File: src/rtl/mesh_pkg.sv
// Shared mesh router definitions: flit field positions and output port indices.
package mesh_pkg;

    localparam int unsigned NUM_PORTS = 5;

    localparam int unsigned VC_BIT    = 63;
    localparam int unsigned X_DIR_BIT = 62;
    localparam int unsigned Y_DIR_BIT = 61;
    localparam int unsigned HOP_X_LSB = 52;
    localparam int unsigned HOP_Y_LSB = 48;
    localparam int unsigned HOP_W     = 4;

    typedef enum logic [2:0] {
        PORT_E     = 3'd0,
        PORT_W     = 3'd1,
        PORT_N     = 3'd2,
        PORT_S     = 3'd3,
        PORT_LOCAL = 3'd4
    } port_e;

    function automatic logic [NUM_PORTS-1:0] port_onehot(input port_e p);
        return NUM_PORTS'(1) << p;
    endfunction

endpackage

File: src/rtl/mesh_fifo.sv
// Input-port flit FIFO: unreset storage, wrapping pointers and an occupancy count.
module mesh_fifo #(
    parameter int unsigned WIDTH = 64,
    parameter int unsigned DEPTH = 2
) (
    input  logic                     clk,
    input  logic                     reset,
    input  logic                     push,
    input  logic [WIDTH-1:0]         push_data,
    input  logic                     pop,
    output logic [WIDTH-1:0]         head,
    output logic [$clog2(DEPTH):0]   count
);

    localparam int unsigned AW = $clog2(DEPTH);

    logic [WIDTH-1:0] mem [DEPTH];
    logic [AW-1:0]    wr_ptr;
    logic [AW-1:0]    rd_ptr;

    // DEPTH is a power of two, so pointer overflow is the modulo wrap.
    always_ff @(posedge clk or negedge reset) begin
        if (!reset) begin
            wr_ptr <= '0;
            rd_ptr <= '0;
            count  <= '0;
        end else begin
            if (push) wr_ptr <= wr_ptr + 1'b1;
            if (pop)  rd_ptr <= rd_ptr + 1'b1;
            case ({push, pop})
                2'b10:   count <= count + 1'b1;
                2'b01:   count <= count - 1'b1;
                default: count <= count;
            endcase
        end
    end

    always_ff @(posedge clk) begin
        if (push) mem[wr_ptr] <= push_data;
    end

    assign head = mem[rd_ptr];

endmodule

File: src/rtl/mesh_input_port.sv
// Mesh router input port: buffers upstream flits and computes XY route and hop update for the head flit.
module mesh_input_port
    import mesh_pkg::*;
#(
    parameter int unsigned WIDTH = 64,
    parameter int unsigned DEPTH = 2
) (
    input  logic                 clk,
    input  logic                 reset,
    input  logic [WIDTH-1:0]     di,
    input  logic                 si,
    output logic                 ri,
    output logic [WIDTH-1:0]     dout,
    output logic                 so,
    input  logic                 ro,
    output logic [NUM_PORTS-1:0] route
);

    localparam int unsigned CW    = $clog2(DEPTH) + 1;
    localparam int unsigned EXT_W = (WIDTH > 64) ? WIDTH : 64;

    logic [CW-1:0]    count;
    logic [WIDTH-1:0] head;
    logic             accept_en;
    logic             push;
    logic             pop;
    logic [EXT_W-1:0] head_ext;
    logic [EXT_W-1:0] out_ext;
    logic [HOP_W-1:0] hop_x;
    logic [HOP_W-1:0] hop_y;

    // Holds ri low through reset and releases it on the first edge afterwards.
    always_ff @(posedge clk or negedge reset) begin
        if (!reset) accept_en <= 1'b0;
        else        accept_en <= 1'b1;
    end

    assign ri   = accept_en && (count < CW'(DEPTH));
    assign so   = (count != '0);
    assign push = si && ri;
    assign pop  = so && ro;

    mesh_fifo #(
        .WIDTH (WIDTH),
        .DEPTH (DEPTH)
    ) u_fifo (
        .clk       (clk),
        .reset     (reset),
        .push      (push),
        .push_data (di),
        .pop       (pop),
        .head      (head),
        .count     (count)
    );

    // Widened copy keeps the fixed field positions in range for any legal WIDTH.
    always_comb begin
        head_ext = EXT_W'(head);
        out_ext  = head_ext;
        hop_x    = head_ext[HOP_X_LSB +: HOP_W];
        hop_y    = head_ext[HOP_Y_LSB +: HOP_W];
        route    = '0;
        if (so) begin
            if (hop_x != '0) begin
                out_ext[HOP_X_LSB +: HOP_W] = hop_x - 1'b1;
                route = port_onehot(head_ext[X_DIR_BIT] ? PORT_W : PORT_E);
            end else if (hop_y != '0) begin
                out_ext[HOP_Y_LSB +: HOP_W] = hop_y - 1'b1;
                route = port_onehot(head_ext[Y_DIR_BIT] ? PORT_S : PORT_N);
            end else begin
                route = port_onehot(PORT_LOCAL);
            end
        end
    end

    assign dout = out_ext[WIDTH-1:0];

endmodule
File: config.mk
export PLATFORM = sky130hd
export DESIGN_NAME = mesh_input_port
export DESIGN_NICKNAME = d
export VERILOG_FILES = /design/src/rtl/mesh_pkg.sv /design/src/rtl/mesh_fifo.sv /design/src/rtl/mesh_input_port.sv
export SDC_FILE = /design/constraint.sdc
export NUM_CORES = 1
export LEC_CHECK = 0
export ABC_AREA = 0
export CAP_MARGIN = 10
export CORE_MARGIN = 2
export CORE_UTILIZATION = 52
export DETAILED_ROUTE_END_ITERATION = 16
export HOLD_SLACK_MARGIN = 0.15
export PLACE_DENSITY_LB_ADDON = 0.2
export SYNTH_ARGS = -nofsm -noshare
export SYNTH_HDL_FRONTEND = slang
export SYNTH_SLANG_ARGS = --single-unit
File: constraint.sdc
create_clock -name clk -period 9 [get_ports clk]
set_input_delay 1.8 -clock clk [delete_from_list [all_inputs] [get_ports clk]]
set_output_delay 1.8 -clock clk [all_outputs]
set_load 0.005 [all_outputs]
======== Yosys cells after proc, flatten, opt, wreduce, memory -nomap -nowiden ========
Memory sizes are Yosys's and may differ from the RTL's.
Index checks and enable logic that the tools add are counted.
word-level totals
  word-level logic and storage cells ...... 35
  bits in registers ....................... 5
  memory bits (writable) .................. 128
  memories kept ........................... 1
memories
  name        depth  width  rd ports  clocked after memory_dff  wr ports  RTL line         source
  u_fifo.mem  2      64     1         0                         1         mesh_fifo.sv:17  logic [WIDTH-1:0] mem [DEPTH];
operators by class
  multiplexer cells ....................... 12
  shift-type cells ........................ 2
  order comparisons ....................... 1
  add/sub/neg operators ................... 6
  equal/unequal tests ..................... 2
  reduce and logical (&&, ||, !) cells .... 7
operators by type and width
  kind                   count
  $mux W5                3
  $mux W4                3
  $mux W8                1
  $reduce_bool A4 Y1     2
  $sub A4 B1 Y4 const B  2
  $shl A1 B1 Y5 const A  1
  $shl A1 B2 Y5 const A  1
  $mux W1                4
  $pmux W2 S2            1
  $reduce_bool A2 Y1     2
  $logic_and A1 B1 Y1    3
  $add A1 B1 Y1 const B  2
  $add A2 B1 Y2 const B  1
  $eq A2 B1 Y1 const B   1
  $eq A2 B2 Y1 const B   1
  $lt A2 B2 Y1 const B   1
  $sub A2 B1 Y2 const B  1

======== Longest topological paths before layout ========
An unclocked memory read counts as a cell.
  depth after elaboration ................. 6
  gate-level depth with buffers ........... 7
  depth with buffers taken out ............ 6

======== Modules after synthesis ========
Synthesis repeated with hierarchy kept, for this count alone.
unflattened totals
  cells, all modules ...................... 253
  area total of the unflattened synthesis .. 5297.6 sq um
modules (own cells, without submodules)
  module           seq. area each (sq um)  area an instance (sq um)  instances  cells an instance
  mesh_fifo        3943.8                  4998.5                    1          213
  mesh_input_port  25.0                    299.0                     1          40

======== Worst setup path before layout ========
No wires, ideal clock.
  path kind ............................... input to register
  start ................................... input si
  end ..................................... memory u_fifo.mem[0][0] (enable)
  arrival time ............................ 4.575 ns
  library setup time ...................... 0.486 ns
  buffers on the path ..................... 0
  slack ................................... 3.939 ns
  stages on the path ...................... 2
  path through ............................ nand2_1 > nor2_1
between the ends
  word-level cells in the longest chain between the ends .. 3
ends and longest elaborated chain
  item                           RTL line               source
  start, declared                mesh_input_port.sv:11  input logic si,
  $logic_and A1 B1 Y1            mesh_input_port.sv:40  assign push = si && ri;
  $mux W1                        mesh_fifo.sv:39        if (push) mem[wr_ptr] <= push_data;
  $mux W1 (implied by the code)  mesh_fifo.sv:39
  end, declared                  mesh_fifo.sv:17
Every way passes these cells.

======== Worst setup path after layout ========
  start ................................... register u_fifo.rd_ptr
  end ..................................... output dout[48]
between the ends
  word-level cells in the longest chain between the ends .. 5
  elaborated cells between the ends (all ways) .. 7
ends and longest elaborated chain
  item                                                        RTL line                                      source
  start, declared                                             mesh_fifo.sv:19                               logic [AW-1:0] rd_ptr;
  start signal, assigned                                      mesh_fifo.sv:29                               if (pop) rd_ptr <= rd_ptr + 1'b1;
  $mem_v2 Z2 W64 *                                            -
  $sub A4 B1 Y4 / $reduce_bool A4 Y1 (equally long branches)  mesh_input_port.sv:68, mesh_input_port.sv:67
  $mux W4                                                     mesh_input_port.sv:67                         end else if (hop_y != '0) begin
  $mux W4                                                     mesh_input_port.sv:64                         if (hop_x != '0) begin
  $mux W8 *                                                   mesh_input_port.sv:63                         if (so) begin
  end, declared                                               mesh_input_port.sv:13                         output logic [WIDTH-1:0] dout,
Mark *: on every way between the ends. The rest lies on a longest branch, timed or not.

==> summary.log <==
INFO  yosys          mappedNetlistArea=5101squm
INFO  detailed_routing drc_errors=0
INFO  cells_and_area layout-drive-gt1-share=22.99%
INFO  cells_and_area layout.area.seq=3970squm
INFO  clock_network  number_of_buffers_inserted_during_clock_tree_synthesis=17
INFO  global_routing grt.total_usage=19.21%
INFO  setup_path     endpoint_of_the_worst_register_to_register_path=u_fifo.mem[0][1]
INFO  timing         finalSetupViolations=0
INFO  cells_and_area most_frequent_standard_cell_in_the_layout_excluding_fill_and_tap_cells=clkdlybuf4s50_1
INFO  clock_network  post-cts-setup-buffers=0
INFO  clock_network  tritoncts=built
INFO  timing         worstMarginPinSlew=0.9222ns
INFO  global_routing grt_remaining_overflow=0
INFO  detailed_routing via_count=2814
INFO  global_routing grt_antenna_before_repair=1
INFO  clock_network  worst_setup_hold_path_clk_slew=0.06ns
INFO  yosys          synth.yosys.seq_area_share=77.80%
INFO  global_routing number_of_global_route_vias_before_repair=3031
INFO  timing         maxClockFrequency=189.3MHz
INFO  cells_and_area multi_input_area=1091squm
INFO  setup_path     critical_path_destination=dout[48]
INFO  die            fp.dieW=103.0um
INFO  cells_and_area final_nets=480
INFO  yosys          synth_cells=257
INFO  clock_network  number_of_buffers_inserted_by_hold_repair_at_cts=0
INFO  timing         post-route-worst-setup-slack=3.717ns
INFO  placement      pre_cts_slack=4.237ns
INFO  timing         fin_skew=0.009723ns
INFO  setup_path     critical_path.startpoint=u_fifo.rd_ptr
INFO  setup_path     crit_fanout=73
INFO  cells_and_area layout_common_cells=clkdlybuf4s50_1, edfxtp_1, mux2_2
INFO  die            initial_core_util=52.92%
INFO  global_routing grt_max_degree=74
INFO  setup_path     worst_setup_slack_for_register_to_register_paths=7.06ns
INFO  timing         finalSetupTns=0ns
INFO  clock_network  cts_num_sinks=133
INFO  yosys          synth.ff_latch_count=133
INFO  setup_path     cp_data_arrival_time=3.48ns
INFO  global_routing global_route_wire_length_before_repair=14630um
INFO  detailed_routing wl=9738um
INFO  clock_network  cts_root_buffer=clkbuf_8
INFO  placement      gp_congestion=0.8043
INFO  cells_and_area flow.area_growth_from_synthesis=42.87%
INFO  clock_network  worst_skew_pair.late_latency=0.51ns
INFO  setup_path     critPathKind=flop to output pin
INFO  setup_path     crit-reg2reg-launch=u_fifo.count[1]
INFO  setup_path     endpoint_kind=output pin
INFO  die            placeableCoreArea=9639squm
INFO  timing         grt_setup_unrepaired=false
INFO  detailed_routing avgRoutedWirePerCell=17.51um
INFO  die            rows=36
INFO  clock_network  cts-htree-levels=4
INFO  timing         hold_slack=0.5342ns
INFO  timing         maxSlewHeadroom=38.52%
INFO  setup_path     cells_on_worst_reg2reg_path=4
INFO  die            die_y=103.0um
INFO  detailed_routing antenna_left=0
INFO  hold_path      hold_path_class=flop to flop
INFO  cells_and_area final.fill_count=635
INFO  detailed_routing detail_route.first_pass.iterations=4
INFO  placement      placement.io_buffers=138
INFO  power          pwr_density_cell=293.1nW/um^2
INFO  timing         period_minus_slack=5.283ns
INFO  placement      detailed_place_hpwl=6211um
INFO  power          power.static_leakage=2.508nW
INFO  yosys          synthesized_area_divided_by_synthesized_cell_count=19.85squm
INFO  setup_path     critPathRequiredTime=7.20ns
INFO  outcome        outcome=completed
INFO  die            ioPinCount=139
INFO  yosys          postSynthNetCount=328
INFO  timing         report.final.hold_viol_count=0
INFO  detailed_routing drt-initial-drc-count=143
INFO  power          totalPowerFinal=2.136mW
INFO  yosys          yosysWarnings=0
INFO  setup_path     critical_path.startpoint_type=flop
INFO  detailed_routing drt-vias-per-instance=5.061
INFO  yosys          synth.lib_cells_used.distinct=30
INFO  clock_network  cts.repair.resized=0
INFO  timing         drv_slew=0
INFO  job            max-cap-violations=0
INFO  die            die_area=10620squm
INFO  timing         min_period_over_period=58.70%
INFO  clock_network  clk_path_buf_depth=2
INFO  power          vdd_ir_drop_max=0.2187mV
critical path: stages (launching register included):
cell	delay [ns]
dfrtp_2	0.34
buf_4	0.68
mux2i_1	0.39
ha_1	0.24
o21ai_1	0.18
a21oi_4	0.21
nand2_1	0.14
xor2_1	0.19
clkdlybuf4s50_1	0.52
power by group:
group          total [mW]  internal (mW)  switching, mW
logic               0.607          0.368          0.239
clock network       0.747          0.503          0.244
registers           0.781          0.757         0.0240
metal layers:
layer | vias to the layer above | routed length (um) | global-route usage [%]
li1 | 1314 | - | -
met1 | 1388 | 3715 | 21.07
met2 | 97 | 5260 | 33.32
met3 | 15 | 587 | 7.864
met4 | 0 | 175 | 7.591
met5 | - | 0 | 0
sequential cells by signal (all words and copies together), names as in the netlist:
| signal | flops |
|---|---|
| u_fifo.rd_ptr | 1 |
| accept_en | 1 |
| u_fifo.wr_ptr | 1 |
| u_fifo.mem | 128 |
| u_fifo.count | 2 |
cells by family (layout without fill, tap and decap cells):
group | Yosys count | count (layout) | synth area share (%)
compound gates | 8 | 8 | 1.104
xor+xnor | 7 | 7 | 1.202
fa+ha+maj | 3 | 3 | 0.7359
buf+inv | 9 | 174 | 0.9810
flops | 133 | 133 | 77.80
mux | 69 | 69 | 15.08
other cells | 1 | 2 | 0.07351
simple gates | 27 | 27 | 3.017
how the worst min path moves through the flow:
stage                                from               to  slack (ns)  cells after the start
after floorplan             u_fifo.wr_ptr    u_fifo.wr_ptr        0.46                      1
after global placement      u_fifo.wr_ptr    u_fifo.wr_ptr        0.53                      1
after detailed placement  u_fifo.count[1]  u_fifo.count[1]        0.53                      1
after CTS                 u_fifo.count[1]  u_fifo.count[1]        0.54                      1
after global routing      u_fifo.count[1]  u_fifo.count[1]        0.55                      1
final                     u_fifo.count[1]  u_fifo.count[1]        0.53                      1
cells in the mapped netlist:
master	n	area, sq um
a211oi_1	1	7.510
a21o_1	1	7.510
a21oi_1	2	10.01
a21oi_4	1	16.27
and3_1	2	12.51
buf_2	7	35.03
buf_6	1	11.26
conb_1	1	3.750
dfrtp_1	5	125.1
edfxtp_1	128	3844
ha_1	3	37.54
inv_1	1	3.750
mux2_1	1	11.26
mux2_2	58	653.1
mux2_4	1	15.01
mux2i_1	9	90.09
nand2_1	5	18.77
nand4_1	1	6.260
nor2_1	7	26.28
nor2b_1	4	25.02
nor3_1	1	5.000
nor3b_1	3	22.52
nor4_1	1	6.260
nor4b_1	1	8.760
o21ai_0	1	5.000
o21ai_1	2	10.01
or3_4	1	11.26
or3b_4	1	11.26
xnor2_1	3	26.28
xor2_1	4	35.03
cell type report:
type	count	area share [%]
repair buffers	141	19.26
well taps	133	2.283
diodes	1	0.03433
clock inverters	14	3.193
inverters	1	0.05150
clock buffers	18	5.734
multi-input cells	115	14.97
flip-flops and latches	133	54.47
stage by stage:
| stage | utilization (%) | instance area, sq um | instances |
|---|---|---|---|
| floorplan | - | 5101 | 257 |
| global placement | 68.83 | 6635 | 523 |
| detailed placement | 68.83 | 6635 | 523 |
| CTS | 75.58 | 7286 | 555 |
| global route | 75.58 | 7286 | 555 |
| finish | 75.61 | 7288 | 556 |
Power figures use the tool's default switching activity.
